<file path="src/rtl/layer_compositor_if.sv">
// Pixel bus between the sprite layers and the display output stage.
// Inputs carry per-layer hit/colour; outputs carry the composited pixel.
interface layer_compositor_if #(
    parameter int N_LAYERS = 13,
    parameter int CW       = 8
);
    logic                       i_de;
    logic                       i_v_sync;
    logic [N_LAYERS-1:0]        i_layer_en;
    logic [N_LAYERS-1:0]        i_hit;
    logic [N_LAYERS*3*CW-1:0]   i_rgb;
    logic [3*CW-1:0]            i_bg_rgb;
    logic [CW-1:0]              o_red;
    logic [CW-1:0]              o_green;
    logic [CW-1:0]              o_blue;
    logic                       o_de;
    logic [4:0]                 o_layer_idx;
    logic [N_LAYERS-1:0]        o_collide;
    logic                       o_frame_done;

    modport master (
        output i_de, i_v_sync, i_layer_en, i_hit, i_rgb, i_bg_rgb,
        input  o_red, o_green, o_blue, o_de, o_layer_idx,
        input  o_collide, o_frame_done
    );

    modport slave (
        input  i_de, i_v_sync, i_layer_en, i_hit, i_rgb, i_bg_rgb,
        output o_red, o_green, o_blue, o_de, o_layer_idx,
        output o_collide, o_frame_done
    );
endinterface

</file>
<file path="src/rtl/layer_compositor.sv">
// Two-stage priority compositor for N sprite layers over a background,
// with colour-key transparency and per-frame player collision flags.
module layer_compositor #(
    parameter int              N_LAYERS   = 13,
    parameter int              CW         = 8,
    parameter int              PLAYER_IDX = 6,
    parameter bit              KEY_EN     = 1'b1,
    parameter logic [3*CW-1:0] KEY_RGB    = 24'hFF00FF
) (
    input logic            i_clk,
    input logic            i_rst,
    layer_compositor_if.slave bus
);
    localparam int PW = 3 * CW;
    localparam logic [N_LAYERS-1:0] PMASK =
        {{(N_LAYERS-1){1'b0}}, 1'b1} << PLAYER_IDX;

    generate
        if (N_LAYERS < 2 || N_LAYERS > 31 ||
            PLAYER_IDX < 0 || PLAYER_IDX >= N_LAYERS) begin : g_bad_cfg
            $error("layer_compositor: illegal N_LAYERS/PLAYER_IDX");
        end
    endgenerate

    logic [N_LAYERS-1:0]    vis_c;
    logic [N_LAYERS-1:0]    contrib_c;
    logic                   boundary_c;

    logic [N_LAYERS-1:0]    vis_q;
    logic [N_LAYERS*PW-1:0] rgb_q;
    logic [PW-1:0]          bg_q;
    logic                   de1_q;

    logic [4:0]             idx_c;
    logic [PW-1:0]          sel_c;

    logic [CW-1:0]          red_q, green_q, blue_q;
    logic                   de2_q;
    logic [4:0]             idx_q;

    logic [N_LAYERS-1:0]    acc_q, acc_d;
    logic [N_LAYERS-1:0]    collide_q, collide_d;
    logic                   done_q, done_d;
    logic                   vs_q;
    logic                   armed_q, armed_d;

    always_comb begin
        vis_c = '0;
        for (int k = 0; k < N_LAYERS; k++) begin
            vis_c[k] = bus.i_hit[k] & bus.i_layer_en[k] &
                ~(KEY_EN && (bus.i_rgb[k*PW +: PW] == KEY_RGB));
        end
    end

    // Descending scan so the lowest visible index is written last.
    always_comb begin
        idx_c = 5'd31;
        sel_c = bg_q;
        for (int k = N_LAYERS - 1; k >= 0; k--) begin
            if (vis_q[k]) begin
                idx_c = 5'(k);
                sel_c = rgb_q[k*PW +: PW];
            end
        end
    end

    always_ff @(posedge i_clk) begin
        if (i_rst) begin
            vis_q   <= '0;
            rgb_q   <= '0;
            bg_q    <= '0;
            de1_q   <= 1'b0;
            red_q   <= '0;
            green_q <= '0;
            blue_q  <= '0;
            de2_q   <= 1'b0;
            idx_q   <= 5'd31;
        end else begin
            vis_q   <= vis_c;
            rgb_q   <= bus.i_rgb;
            bg_q    <= bus.i_bg_rgb;
            de1_q   <= bus.i_de;
            red_q   <= de1_q ? sel_c[2*CW +: CW] : '0;
            green_q <= de1_q ? sel_c[CW +: CW]   : '0;
            blue_q  <= de1_q ? sel_c[0 +: CW]    : '0;
            de2_q   <= de1_q;
            idx_q   <= idx_c;
        end
    end

    // armed blocks a boundary until v_sync has been seen low after reset.
    assign boundary_c = bus.i_v_sync & ~vs_q & armed_q;
    assign contrib_c  = (bus.i_de && vis_c[PLAYER_IDX]) ?
                        (vis_c & ~PMASK) : '0;

    always_comb begin
        acc_d     = acc_q | contrib_c;
        collide_d = collide_q;
        done_d    = 1'b0;
        armed_d   = armed_q | ~bus.i_v_sync;
        if (boundary_c) begin
            collide_d = acc_q | contrib_c;
            acc_d     = '0;
            done_d    = 1'b1;
        end
    end

    always_ff @(posedge i_clk) begin
        if (i_rst) begin
            acc_q     <= '0;
            collide_q <= '0;
            done_q    <= 1'b0;
            vs_q      <= 1'b0;
            armed_q   <= ~bus.i_v_sync;
        end else begin
            acc_q     <= acc_d;
            collide_q <= collide_d;
            done_q    <= done_d;
            vs_q      <= bus.i_v_sync;
            armed_q   <= armed_d;
        end
    end

    assign bus.o_red        = red_q;
    assign bus.o_green      = green_q;
    assign bus.o_blue       = blue_q;
    assign bus.o_de         = de2_q;
    assign bus.o_layer_idx  = idx_q;
    assign bus.o_collide    = collide_q;
    assign bus.o_frame_done = done_q;
endmodule
</file>
<file path="src/flat_wrapper.sv">
// flat-port wrapper written by rule: the top's interface ports become plain ports
module layer_compositor_flat 
#(
    parameter int              N_LAYERS   = 13,
    parameter int              CW         = 8,
    parameter int              PLAYER_IDX = 6,
    parameter bit              KEY_EN     = 1'b1,
    parameter logic [3*CW-1:0] KEY_RGB    = 24'hFF00FF
)
  (i_clk, i_rst, bus_i_de, bus_i_v_sync, bus_i_layer_en, bus_i_hit, bus_i_rgb, bus_i_bg_rgb, bus_o_red, bus_o_green, bus_o_blue, bus_o_de, bus_o_layer_idx, bus_o_collide, bus_o_frame_done);
  layer_compositor_if #(.N_LAYERS(N_LAYERS), .CW(CW)) bus_i ();
  input logic i_clk;
  input logic i_rst;
  input wire logic [$bits(bus_i.i_de)-1:0] bus_i_de;
  input wire logic [$bits(bus_i.i_v_sync)-1:0] bus_i_v_sync;
  input wire logic [$bits(bus_i.i_layer_en)-1:0] bus_i_layer_en;
  input wire logic [$bits(bus_i.i_hit)-1:0] bus_i_hit;
  input wire logic [$bits(bus_i.i_rgb)-1:0] bus_i_rgb;
  input wire logic [$bits(bus_i.i_bg_rgb)-1:0] bus_i_bg_rgb;
  output wire logic [$bits(bus_i.o_red)-1:0] bus_o_red;
  output wire logic [$bits(bus_i.o_green)-1:0] bus_o_green;
  output wire logic [$bits(bus_i.o_blue)-1:0] bus_o_blue;
  output wire logic [$bits(bus_i.o_de)-1:0] bus_o_de;
  output wire logic [$bits(bus_i.o_layer_idx)-1:0] bus_o_layer_idx;
  output wire logic [$bits(bus_i.o_collide)-1:0] bus_o_collide;
  output wire logic [$bits(bus_i.o_frame_done)-1:0] bus_o_frame_done;
  assign bus_i.i_de = bus_i_de;
  assign bus_i.i_v_sync = bus_i_v_sync;
  assign bus_i.i_layer_en = bus_i_layer_en;
  assign bus_i.i_hit = bus_i_hit;
  assign bus_i.i_rgb = bus_i_rgb;
  assign bus_i.i_bg_rgb = bus_i_bg_rgb;
  assign bus_o_red = bus_i.o_red;
  assign bus_o_green = bus_i.o_green;
  assign bus_o_blue = bus_i.o_blue;
  assign bus_o_de = bus_i.o_de;
  assign bus_o_layer_idx = bus_i.o_layer_idx;
  assign bus_o_collide = bus_i.o_collide;
  assign bus_o_frame_done = bus_i.o_frame_done;
  layer_compositor #(.N_LAYERS(N_LAYERS), .CW(CW), .PLAYER_IDX(PLAYER_IDX), .KEY_EN(KEY_EN), .KEY_RGB(KEY_RGB)) u_core (.i_clk(i_clk), .i_rst(i_rst), .bus(bus_i));
endmodule
</file>
<file path="config.mk">
export PLATFORM = sky130hd
export DESIGN_NAME = layer_compositor_flat
export DESIGN_NICKNAME = d
export VERILOG_FILES = /design/src/rtl/layer_compositor_if.sv /design/src/rtl/layer_compositor.sv /design/src/flat_wrapper.sv
export SDC_FILE = /design/constraint.sdc
export NUM_CORES = 1
export LEC_CHECK = 0
export ABC_AREA = 1
export CELL_PAD_IN_SITES_DETAIL_PLACEMENT = 0
export CELL_PAD_IN_SITES_GLOBAL_PLACEMENT = 1
export CORE_MARGIN = 3
export CORE_UTILIZATION = 35
export CTS_CLUSTER_DIAMETER = 40
export DETAILED_ROUTE_END_ITERATION = 10
export PLACE_DENSITY = 0.77
export RECOVER_POWER = 50
export SLEW_MARGIN = 30
export SYNTH_ARGS = -nofsm -noshare
export SYNTH_HDL_FRONTEND = slang
export SYNTH_SLANG_ARGS = --single-unit
</file>
<file path="constraint.sdc">
create_clock -name i_clk -period 1.9 [get_ports i_clk]
set_clock_uncertainty 0.1 [all_clocks]
set_input_delay 0.285 -clock i_clk [delete_from_list [all_inputs] [get_ports i_clk]]
set_output_delay 0.285 -clock i_clk [all_outputs]
set_load 0.005 [all_outputs]
</file>
==> results of run 1 <==
## timing repair
item,CTS,global route
pin swaps,1,0
hold buffers,1,0
gates resized for setup,27,32
setup endpoints to repair,30,24
setup buffers,2,0
hold endpoints to repair,8,0
## worst max path at each step
| stage | startpoint | end | slack [ns] | cells past startpoint |
|---|---|---|---|---|
| 4_1_cts | u_core.vis_q[4] | u_core.bus.o_red[0] | -0.002 | 8 |
| 6_report | u_core.vis_q[4] | u_core.bus.o_red[1] | -0.05 | 8 |
| 5_1_grt | u_core.vis_q[4] | u_core.bus.o_blue[6] | -0.10 | 7 |
| 3_5_place_dp | u_core.vis_q[11] | u_core.bus.o_green[7] | -0.26 | 13 |
| 3_3_place_gp | u_core.vis_q[11] | u_core.bus.o_green[1] | -0.27 | 12 |
| 2_1_floorplan | u_core.vis_q[4] | u_core.bus.o_blue[0] | 0.46 | 9 |
## logic make-up after synthesis
| logic type | Yosys count | share of synthesized area [%] |
|---|---|---|
| AO/OA/AOI/OAI | 170 | 8.14 |
| flip-flops | 407 | 52.3 |
| AND/OR/NAND/NOR | 990 | 26.4 |
| other | 1 | 0.0241 |
| buffers and inverters | 503 | 13.2 |
## routing by layer
| layer | wire length [um] | vias up | GRT usage, % |
|---|---|---|---|
| li1 | - | 7391 | - |
| met1 | 27200 | 6893 | 33.5 |
| met2 | 27300 | 377 | 39.9 |
| met3 | 2990 | 86 | 3.91 |
| met4 | 1680 | 0 | 8.02 |
| met5 | 0 | - | 0 |
## power groups by stage
stage	Clock [uW]	Combinational [uW]	Sequential (uW)
4_1_cts	10600	2820	9140
6_report	10500	2840	9150
2_1_floorplan	0	1110	9240
3_5_place_dp	0	2790	9320
5_1_grt	11000	3090	9170
3_3_place_gp	0	2780	9320
## cell usage in the layout (no fill, tap or decap), types with 5 or more instances in the layout
cell type,synthesis,routed
clkdlybuf4s50_1,0,401
o21bai_1,12,12
inv_1,393,393
dfxtp_1,407,394
a221oi_1,24,15
nand4_1,79,79
buf_12,0,10
inv_2,7,7
and2_0,0,5
o21ai_0,7,7
a21oi_1,52,50
a22oi_1,14,14
bufinv_16,0,6
clkbuf_8,0,7
dlygate4sd2_1,0,5
dfxtp_2,0,11
clkinvlp_4,0,7
o221ai_2,0,5
and2_1,12,7
nand3_1,100,99
buf_4,9,139
a221oi_2,0,9
clkinv_4,1,7
a21oi_2,34,36
clkbuf_16,0,55
clkbuf_1,31,6
o221a_2,17,17
nor2_1,482,481
nand2_1,309,295
nand2_2,1,15
inv_6,0,8
## state kept, by name (all words and copies together), names as in the netlist
name	count
u_core.bus.o_green	8
u_core.bus.o_collide	12
u_core.vs_q	1
u_core.bus.o_red	8
u_core.bus.o_blue	8
u_core.bus.o_frame_done	1
u_core.bus.o_layer_idx	5
u_core.bus.o_de	1
u_core.de1_q	1
u_core.vis_q	13
u_core.bg_q	24
u_core.rgb_q	312
u_core.acc_q	12
u_core.armed_q	1
## worst max-delay path: stages, from the launching register on
cell      delay, ns
dfxtp_1        0.43
inv_2          0.15
nand2_1        0.09
inv_2          0.16
a221oi_2       0.41
buf_4          0.17
nand2_1        0.07
nand2_1        0.14
a21oi_1        0.10
## per-stage QoR
step | util [%] | setup TNS, ns | cell area (um^2) | instances
4_1_cts | 53.3 | -0.00240 | 23200 | 3222
6_report | 53.5 | -0.0926 | 23300 | 3226
3_5_place_dp | 48.7 | -4.37 | 21200 | 3119
5_1_grt | 53.5 | -0.602 | 23300 | 3226
2_1_floorplan | - | 0 | 15600 | 2071
3_3_place_gp | 48.7 | -3.89 | 21200 | 3119
## layout make-up
class	count	area (um^2)	area share [%]
Tap cell	585	732	3.14
Inverter	403	1520	6.54
Clock inverter	32	402	1.72
Clock buffer	68	1500	6.42
Timing Repair Buffer	566	5420	23.3
Sequential cell	407	8170	35.1
Multi-Input combinational cell	1161	5540	23.8
Antenna cell	4	10.0	0.0430
==> flow_summary.toml, run 1 <==
[floorplanning]
rows = 76
core_area_um2 = 43600
die_area_um2 = 47100
io_pins = 410
fp.dieW_um = 217
die_y_um = 217
start_util_pct = 35.8

[clock_tree]
cts_num_sinks = 407
htree_levels = 2
worst_skew_pair.late_latency_ns = 0.59
clock_path_buffers = 3
cts_buffers = 53
cts_root_buffer = "clkbuf_16"
cts_tree = "yes"
clkSlewWorstSetupHoldPaths_ns = 0.06

[global_route]
grt_first_pass_wirelength_mm = 88.9
track_usage_pct = 24.5
grt_max_degree = 148
grt_pass1_vias = 15413
antenna_found_initial = 4
overflow = 0

[timing]
fin_ws_ns = -0.0545
tightestPinTransition_ns = 1.11
setup_viol = 3
fin_crit_sh_pct = 103
fin_crit_ns = 1.95
maxSlewHeadroom_pct = 26.1
clock.fmax_mhz = 512
rsz0062_at_grt = "yes"
hold_violations = 0
holdWs_ns = 0.112
maxSlewViolCount = 0

[place]
dpl_worst_slack_ns = -0.255
dp_hpwl_mm = 46.4
portBuffers = 408
gp_congestion = 0.874

[finish]
area_growth_pct = 49.5
layout-drive-gt1-share_pct = 13.8
final_nets = 2958
fill_cells = 4254

[route]
via_count = 14747
drt-initial-drc-count = 982
drc = 0
ant_nets = 0
wl_mm = 59.2
viasPerCell = 4.57
dr.pass1.iters = 5
routedWlPerCell_um = 18.3

[synth]
synthFlopType = "dfxtp_1"
syn_inst = 2071
synth_area_leader_cell = "dfxtp_1"
synthesis.nets = 2437
ys_ff_latch = 407
synth_commonest_cells = "nor2_1 (482), dfxtp_1 (407), inv_1 (393), nand2_1 (309), nand3_1 (100)"
yosysMostFrequentCell = "nor2_1"
postSynthAreaPerCell_um2 = 7.52
syn_area_um2 = 15600
ys_types = 34
ys_seq_area_share_pct = 52.3
synthArstFlopShare_pct = 0
synthTopCellsByArea = "dfxtp_1 (52%), nor2_1 (12%), inv_1 (9.5%), nand2_1 (7.4%), nand3_1 (3.2%)"
yosysTopAreaCellShare_pct = 52.3
yosysWarningCount = 0
synth_edf_count = 0

[worst_setup_path]
critPathMaxFanout = 17
regToRegSetupSlack_ns = -0.05
crit_type = "register to register"
rr_worst_depth = 8
timing.rr.end = "u_core.bus.o_red[1]"
setup.worst_path.end_class = "register"
r2r-start = "u_core.vis_q[4]"
cp.required_ns = 2.25
cp.arrival_ns = 2.30
cp-start-kind = "register"

[power]
p_per_area_nw_per_um2 = 964
combPwrFrac_pct = 12.6
power_leakage_uw = 0.0111
intPower_uw = 16900
power_uw = 22400
seqPwrFrac_pct = 40.8
clkPwrFrac_pct = 46.6
switching_power_uw = 5590
sw_frac_of_total_pct = 24.9
peakVddDrop_uv = 641

[status]
violations = "negative setup slack"
outcome = "finished, violations left"

[hold_path]
holdCritPathClass = "input port to register"
hold_start = "bus_i_bg_rgb[10]"
min_to = "u_core.bg_q[10]"
whs_path_depth = 3

[job]
drv_cap = 0
No activity file was read; power rests on OpenSTA's default activity.
==> run 2: changes to the inputs <==
ABC_AREA = default   (was 1)
CORE_UTILIZATION = 36   (was 35)
PLACE_DENSITY = 0.76   (was 0.77)
==> run 2 against run 1 <==
Effect of this change: the flow finishes with violations (max-capacitance violations, max-slew violations, negative setup slack); hold slack improved by 0.036 ns; sequential share of layout area fell by 0.93 points; global-route usage rose by 2.4 points; area after synthesis fell by 6.7%; first-iteration DRC count rose by 2.1%; core utilization rose by 7.5 points; via count fell by 9.7%; setup slack got worse by 0.15 ns; routed wire length rose by 1.9%; critical path depth fell by 2; critical path type unchanged; highest routed layer is now met5.
==> flow_summary.toml, run 2 <==
[clock_tree]
htree_levels = 2
cts_hold_buf = 0
clkSlewWorstSetupHoldPaths_ns = 0.06
cts_num_sinks = 407
clock_path_buffers = 3
cts_root_buffer = "clkbuf_16"
cts_buffers = 49
worst_skew_pair.late_latency_ns = 0.61
cts_tree = "yes"

[synth]
syn_inst = 1419
yosysTopAreaCellShare_pct = 56.0
ys_seq_area_share_pct = 56.0
synthesis.nets = 1785
synthFlopType = "dfxtp_1"
yosysWarningCount = 0
syn_area_um2 = 14500
synthTopCellsByArea = "dfxtp_1 (56%), nor2b_1 (17%), clkbuf_1 (2.4%), o22ai_1 (2.3%), a222oi_1 (1.7%)"
synth_commonest_cells = "dfxtp_1 (407), nor2b_1 (398), clkbuf_1 (94), o22ai_1 (53), nor2_1 (44)"
yosysMostFrequentCell = "dfxtp_1"
synth_area_leader_cell = "dfxtp_1"
synthArstFlopShare_pct = 0
postSynthAreaPerCell_um2 = 10.2
ys_ff_latch = 407
synth_edf_count = 0
ys_types = 55

[timing]
tightestPinTransition_ns = 1.68
maxSlewHeadroom_pct = -12.1
setup_viol = 15
holdWs_ns = 0.148
fin_crit_ns = 2.10
fin_ws_ns = -0.200
hold_violations = 0
fin_tns_setup_ns = -1.59
rsz0062_at_grt = "yes"
maxSlewViolCount = 82
clock.fmax_mhz = 476
fin_crit_sh_pct = 111

[worst_setup_path]
critPathSlowestCell = "a222oi_1"
cp.arrival_ns = 2.46
cp_num_buf_inv = 2
setup.worst_path.end_class = "register"
cp.required_ns = 2.26
cp-start-kind = "register"
crit_path_cell_trace = "or2_4 > buf_6 > a221o_1 > a222oi_1 > buf_4 > o22ai_1"
critPathMaxFanout = 8
crit_family = "compound AO/OA/AOI/OAI gates"
slowest_delay_ns = 0.48
crit_type = "register to register"

[status]
violations = "max-capacitance violations, max-slew violations, negative setup slack"
outcome = "finished, violations left"

[finish]
area_growth_pct = 64.9
layout_common_cells = "nor2b_1 (392), dfxtp_1 (391), clkdlybuf4s50_1 (390), buf_4 (235), clkbuf_16 (50)"
final_nets = 2403
final_common_cell = "nor2b_1"
largest_reg_flops = 312
largest_registers = "u_core.rgb_q: 312 flops, u_core.bg_q: 24 flops, u_core.vis_q: 13 flops"
largest-register = "u_core.rgb_q"
layout-drive-gt1-share_pct = 25.3

[power]
peakVddDrop_uv = 696
p_per_area_nw_per_um2 = 925
power_leakage_uw = 0.00944

[route]
ant_nets = 0
viasPerCell = 5.13
via_count = 13319
drc = 0
dr.pass1.iters = 7
wl_mm = 60.3
routedWlPerCell_um = 23.2
drt-initial-drc-count = 1003

[place]
portBuffers = 408
dp_hpwl_mm = 46.7
gp_congestion = 0.903

[global_route]
grt_max_degree = 113
antenna_found_initial = 4
grt_first_pass_wirelength_mm = 84.9
overflow = 0
grt_pass1_vias = 13668
track_usage_pct = 27.0

[floorplanning]
rows = 72
die_area_um2 = 42800
io_pins = 410
fp.dieW_um = 207
start_util_pct = 37.0
core_area_um2 = 39300
die_y_um = 207

[job]
drv_cap = 1

[hold_path]
holdCritPathClass = "input port to register"
run 2: cell types whose count changed after synthesis, moves of 52 or more:
cell / before / now
nor2b_1: 0 / 398
clkbuf_1: 31 / 94
nor2_1: 482 / 44
nand4_1: 79 / 27
nand2_1: 309 / 25
nand3_1: 100 / 3
inv_1: 393 / 17
o22ai_1: 0 / 53
run 2: logic make-up (layout without fill, tap and decap cells):
kind of cell / Yosys count / after routing / synth area share, %
AND/OR/NAND/NOR: 631 / 631 / 27.2
flip-flops: 407 / 407 / 56.0
AO/OA/AOI/OAI: 254 / 254 / 13.2
buffers and inverters: 124 / 780 / 3.38
multiplexers: 2 / 2 / 0.146
other: 1 / 3 / 0.0258
run 2: final timing paths:
kind	cells after the start	slack [ns]	startpoint	end
hold / removal	2	0.15	bus_i_bg_rgb[11]	u_core.bg_q[11]
setup reg to reg	6	-0.20	u_core.vis_q[3]	u_core.bus.o_blue[6]
setup / recovery	6	-0.20	u_core.vis_q[3]	u_core.bus.o_blue[6]
hold reg to reg	2	0.38	u_core.acc_q[12]	u_core.bus.o_collide[12]
run 2: metal layers:
metal | track usage, % | part of all wire [%] | up-vias | wire length (um)
met4 | 10.4 | 4.1 | 4 | 2500
met1 | 34.2 | 42 | 6424 | 25200
met3 | 7.24 | 6.9 | 112 | 4160
met2 | 44.0 | 47 | 468 | 28400
met5 | 0 | 0.055 | - | 33
li1 | - | - | 6311 | -
run 2: layout make-up:
type / instances / area, um^2
antenna: 2 / 5.00
clock buffer: 58 / 1330
clock inverter: 31 / 397
fill: 3234 / 15300
inverter: 20 / 75.1
multi-input combinational: 888 / 7070
sequential: 407 / 8190
tap: 518 / 648
timing repair buffer: 671 / 6260
run 2: metrics by stage:
| stage | power [uW] | worst slack (ns) | area, um^2 | cells | util [%] |
|---|---|---|---|---|---|
| 5_1_grt | 22800 | -0.255 | 24000 | 2593 | 61.0 |
| 3_3_place_gp | 12100 | -0.688 | 20800 | 2485 | 52.9 |
| 2_1_floorplan | 10200 | 0.0505 | 14500 | 1419 | - |
| 6_report | 22200 | -0.200 | 24000 | 2595 | 61.0 |
| 3_5_place_dp | 12100 | -0.782 | 20800 | 2485 | 52.9 |
| 4_1_cts | 22100 | -0.210 | 23500 | 2586 | 60.0 |
run 2: worst register-to-register path: cells and delay by family (launching register included):
family                 cells  cell delay [ns]
and+or+nand+nor            1             0.31
buffers and inverters      2             0.35
DFF                        1             0.33
AOI/OAI and AO/OA          3             0.87
run 2: where the power goes:
group | total (uW) | switching (uW) | internal, uW
logic | 3240 | 1420 | 1820
registers | 9170 | 195 | 8970
clock network | 9760 | 3960 | 5800
run 2: repair_timing:
action / in CTS / in global routing
gates resized for setup: 189 / 74
gates cloned: 3 / 1
setup endpoints to repair: 37 / 37
pin swaps: 53 / 50
setup buffers: 16 / 8
==> run 3: changes to the inputs <==
PLACE_DENSITY = default   (was 0.76)
PLACE_DENSITY_LB_ADDON = 0.1   (was default)
==> run 3 against run 2 <==
Effect of this change: the flow finishes with violations (negative setup slack); sequential cell count is the same; combinational power about the same; sequential power hardly changed; non-clock buffer count is 8 lower; final cell count grew 0.12%; total power grew 4.0%; critical path depth is 3 higher; first-iteration DRC count decreased by 8.1%; sequential share of layout area shrank 0.050 points; die area is the same; largest power group unchanged.
==> flow_summary.toml, run 3 (synthesized netlist as in run 2, its figures left out) <==
[status]
outcome = "finished, violations left"
violations = "negative setup slack"

[route]
wl_mm = 59.7
routedWlPerCell_um = 23.0
viasPerCell = 5.09
drt-initial-drc-count = 922
ant_nets = 0
highest_layer = "met5"
wl_met1_mm = 26.8
met3WireLength_mm = 4.68
via_count = 13231
drc = 0
dr.pass1.iters = 7
dr_wl_met2_mm = 26.3

[clock_tree]
clkSlewWorstSetupHoldPaths_ns = 0.06
htree_levels = 2
clock_path_buffers = 3
cts_num_sinks = 407
cts_buffers = 54
worst_skew_pair.late_latency_ns = 0.59
cts_root_buffer = "clkbuf_16"
cts_tree = "yes"

[worst_setup_path]
cp-start-kind = "register"
setup.worst_path.end_class = "register"
cp.arrival_ns = 2.41
regToRegSetupSlack_ns = -0.15
critPathMaxFanout = 5
crit_type = "register to register"
cp.required_ns = 2.26

[place]
gp_congestion = 0.876
portBuffers = 408
dp_cells = 2482
dpl_worst_slack_ns = -0.708
place_area_um2 = 20800
dp_hpwl_mm = 45.4

[power]
switching_power_uw = 5660
combPwrFrac_pct = 14.1
seqPwrFrac_pct = 39.7
intPower_uw = 17400
p_per_area_nw_per_um2 = 960
power_leakage_uw = 0.00949
sw_frac_of_total_pct = 24.5
peakVddDrop_uv = 602
clkPwrFrac_pct = 46.2

[finish]
multiInputGateArea_um2 = 6940
largest_registers = "u_core.rgb_q: 312 flops, u_core.bg_q: 24 flops, u_core.vis_q: 13 flops"
final_common_cell = "clkdlybuf4s50_1"
layout_common_cells = "clkdlybuf4s50_1 (395), nor2b_1 (393), dfxtp_1 (391), buf_4 (227), clkbuf_16 (56)"
instances_no_fill = 2598
fill_cells = 3279
seqCellArea_um2 = 8190
largest_reg_flops = 312
area_growth_pct = 65.2
final_nets = 2400
stdcell_area_um2 = 24000
layout-drive-gt1-share_pct = 23.7
largest-register = "u_core.rgb_q"

[floorplanning]
start_util_pct = 37.0
rows = 72
die_y_um = 207
fp.dieW_um = 207
core_area_um2 = 39300
io_pins = 410
die_area_um2 = 42800

[timing]
fin_ws_ns = -0.146
setup_viol = 19
rsz0062_at_grt = "yes"
hold_violations = 0
clock.fmax_mhz = 489
tightestPinTransition_ns = 1.28
fin_crit_sh_pct = 108
maxSlewViolCount = 0
maxSlewHeadroom_pct = 14.5
fin_crit_ns = 2.05
holdWs_ns = 0.167
fin_tns_setup_ns = -1.36

[global_route]
track_usage_pct = 26.6
grt_first_pass_wirelength_mm = 83.9
antenna_found_initial = 5
grt_pass1_vias = 13566
grt_max_degree = 110
overflow = 0

[hold_path]
holdCritPathClass = "input port to register"

[job]
drv_cap = 0
-- run 3: final cells by class --
cell class	count	share of cell area (%)
Sequential cell	407	34.1
Tap cell	518	2.70
Clock inverter	35	1.82
Inverter	20	0.313
Antenna cell	1	0.0104
Timing Repair Buffer	663	26.0
Clock buffer	66	6.19
Multi-Input combinational cell	888	28.9
-- run 3: timing repair --
action                                  CTS  global route
hold buffers                              0             0
gates cloned                              3             1
endpoints found under the setup margin   39            38
buffers inserted                          6             9
resized for setup                       145            72
pin swaps                                47            46
-- run 3: worst paths after layout --
path                    startpoint                  endpoint  cells past startpoint
hold / removal    bus_i_bg_rgb[19]           u_core.bg_q[19]                      2
setup / recovery  u_core.vis_q[10]       u_core.bus.o_red[2]                      9
hold reg to reg   u_core.acc_q[12]  u_core.bus.o_collide[12]                      2
setup reg to reg  u_core.vis_q[10]       u_core.bus.o_red[2]                      9
-- run 3: through the flow --
stage | util, % | total power (uW)
2_1_floorplan | - | 10200
3_3_place_gp | 53.0 | 12200
3_5_place_dp | 53.0 | 12200
4_1_cts | 59.9 | 23100
5_1_grt | 61.1 | 23800
6_report | 61.1 | 23100
-- run 3: per-layer routing --
layer | global-route usage [%] | vias to the layer above
met5 | 0 | -
met4 | 8.86 | 4
met3 | 6.23 | 91
li1 | - | 6300
met2 | 41.1 | 496
met1 | 37.0 | 6340
-- run 3: power groups by stage --
stage                     Clock [uW]  Sequential, uW  Combinational (uW)
after floorplan                    0            9250                 939
after global placement             0            9300                2880
after detailed placement           0            9300                2890
after CTS                      10800            9130                3130
after global routing           11200            9170                3440
final                          10700            9140                3260
-- run 3: critical path, stage by stage (launching register included) --
cell,delay (ns)
dfxtp_2,0.33
or2_4,0.29
buf_6,0.14
buf_16,0.14
buf_4,0.17
buf_6,0.14
a211oi_4,0.23
nor4_1,0.09
nor2_1,0.20
a21oi_1,0.10
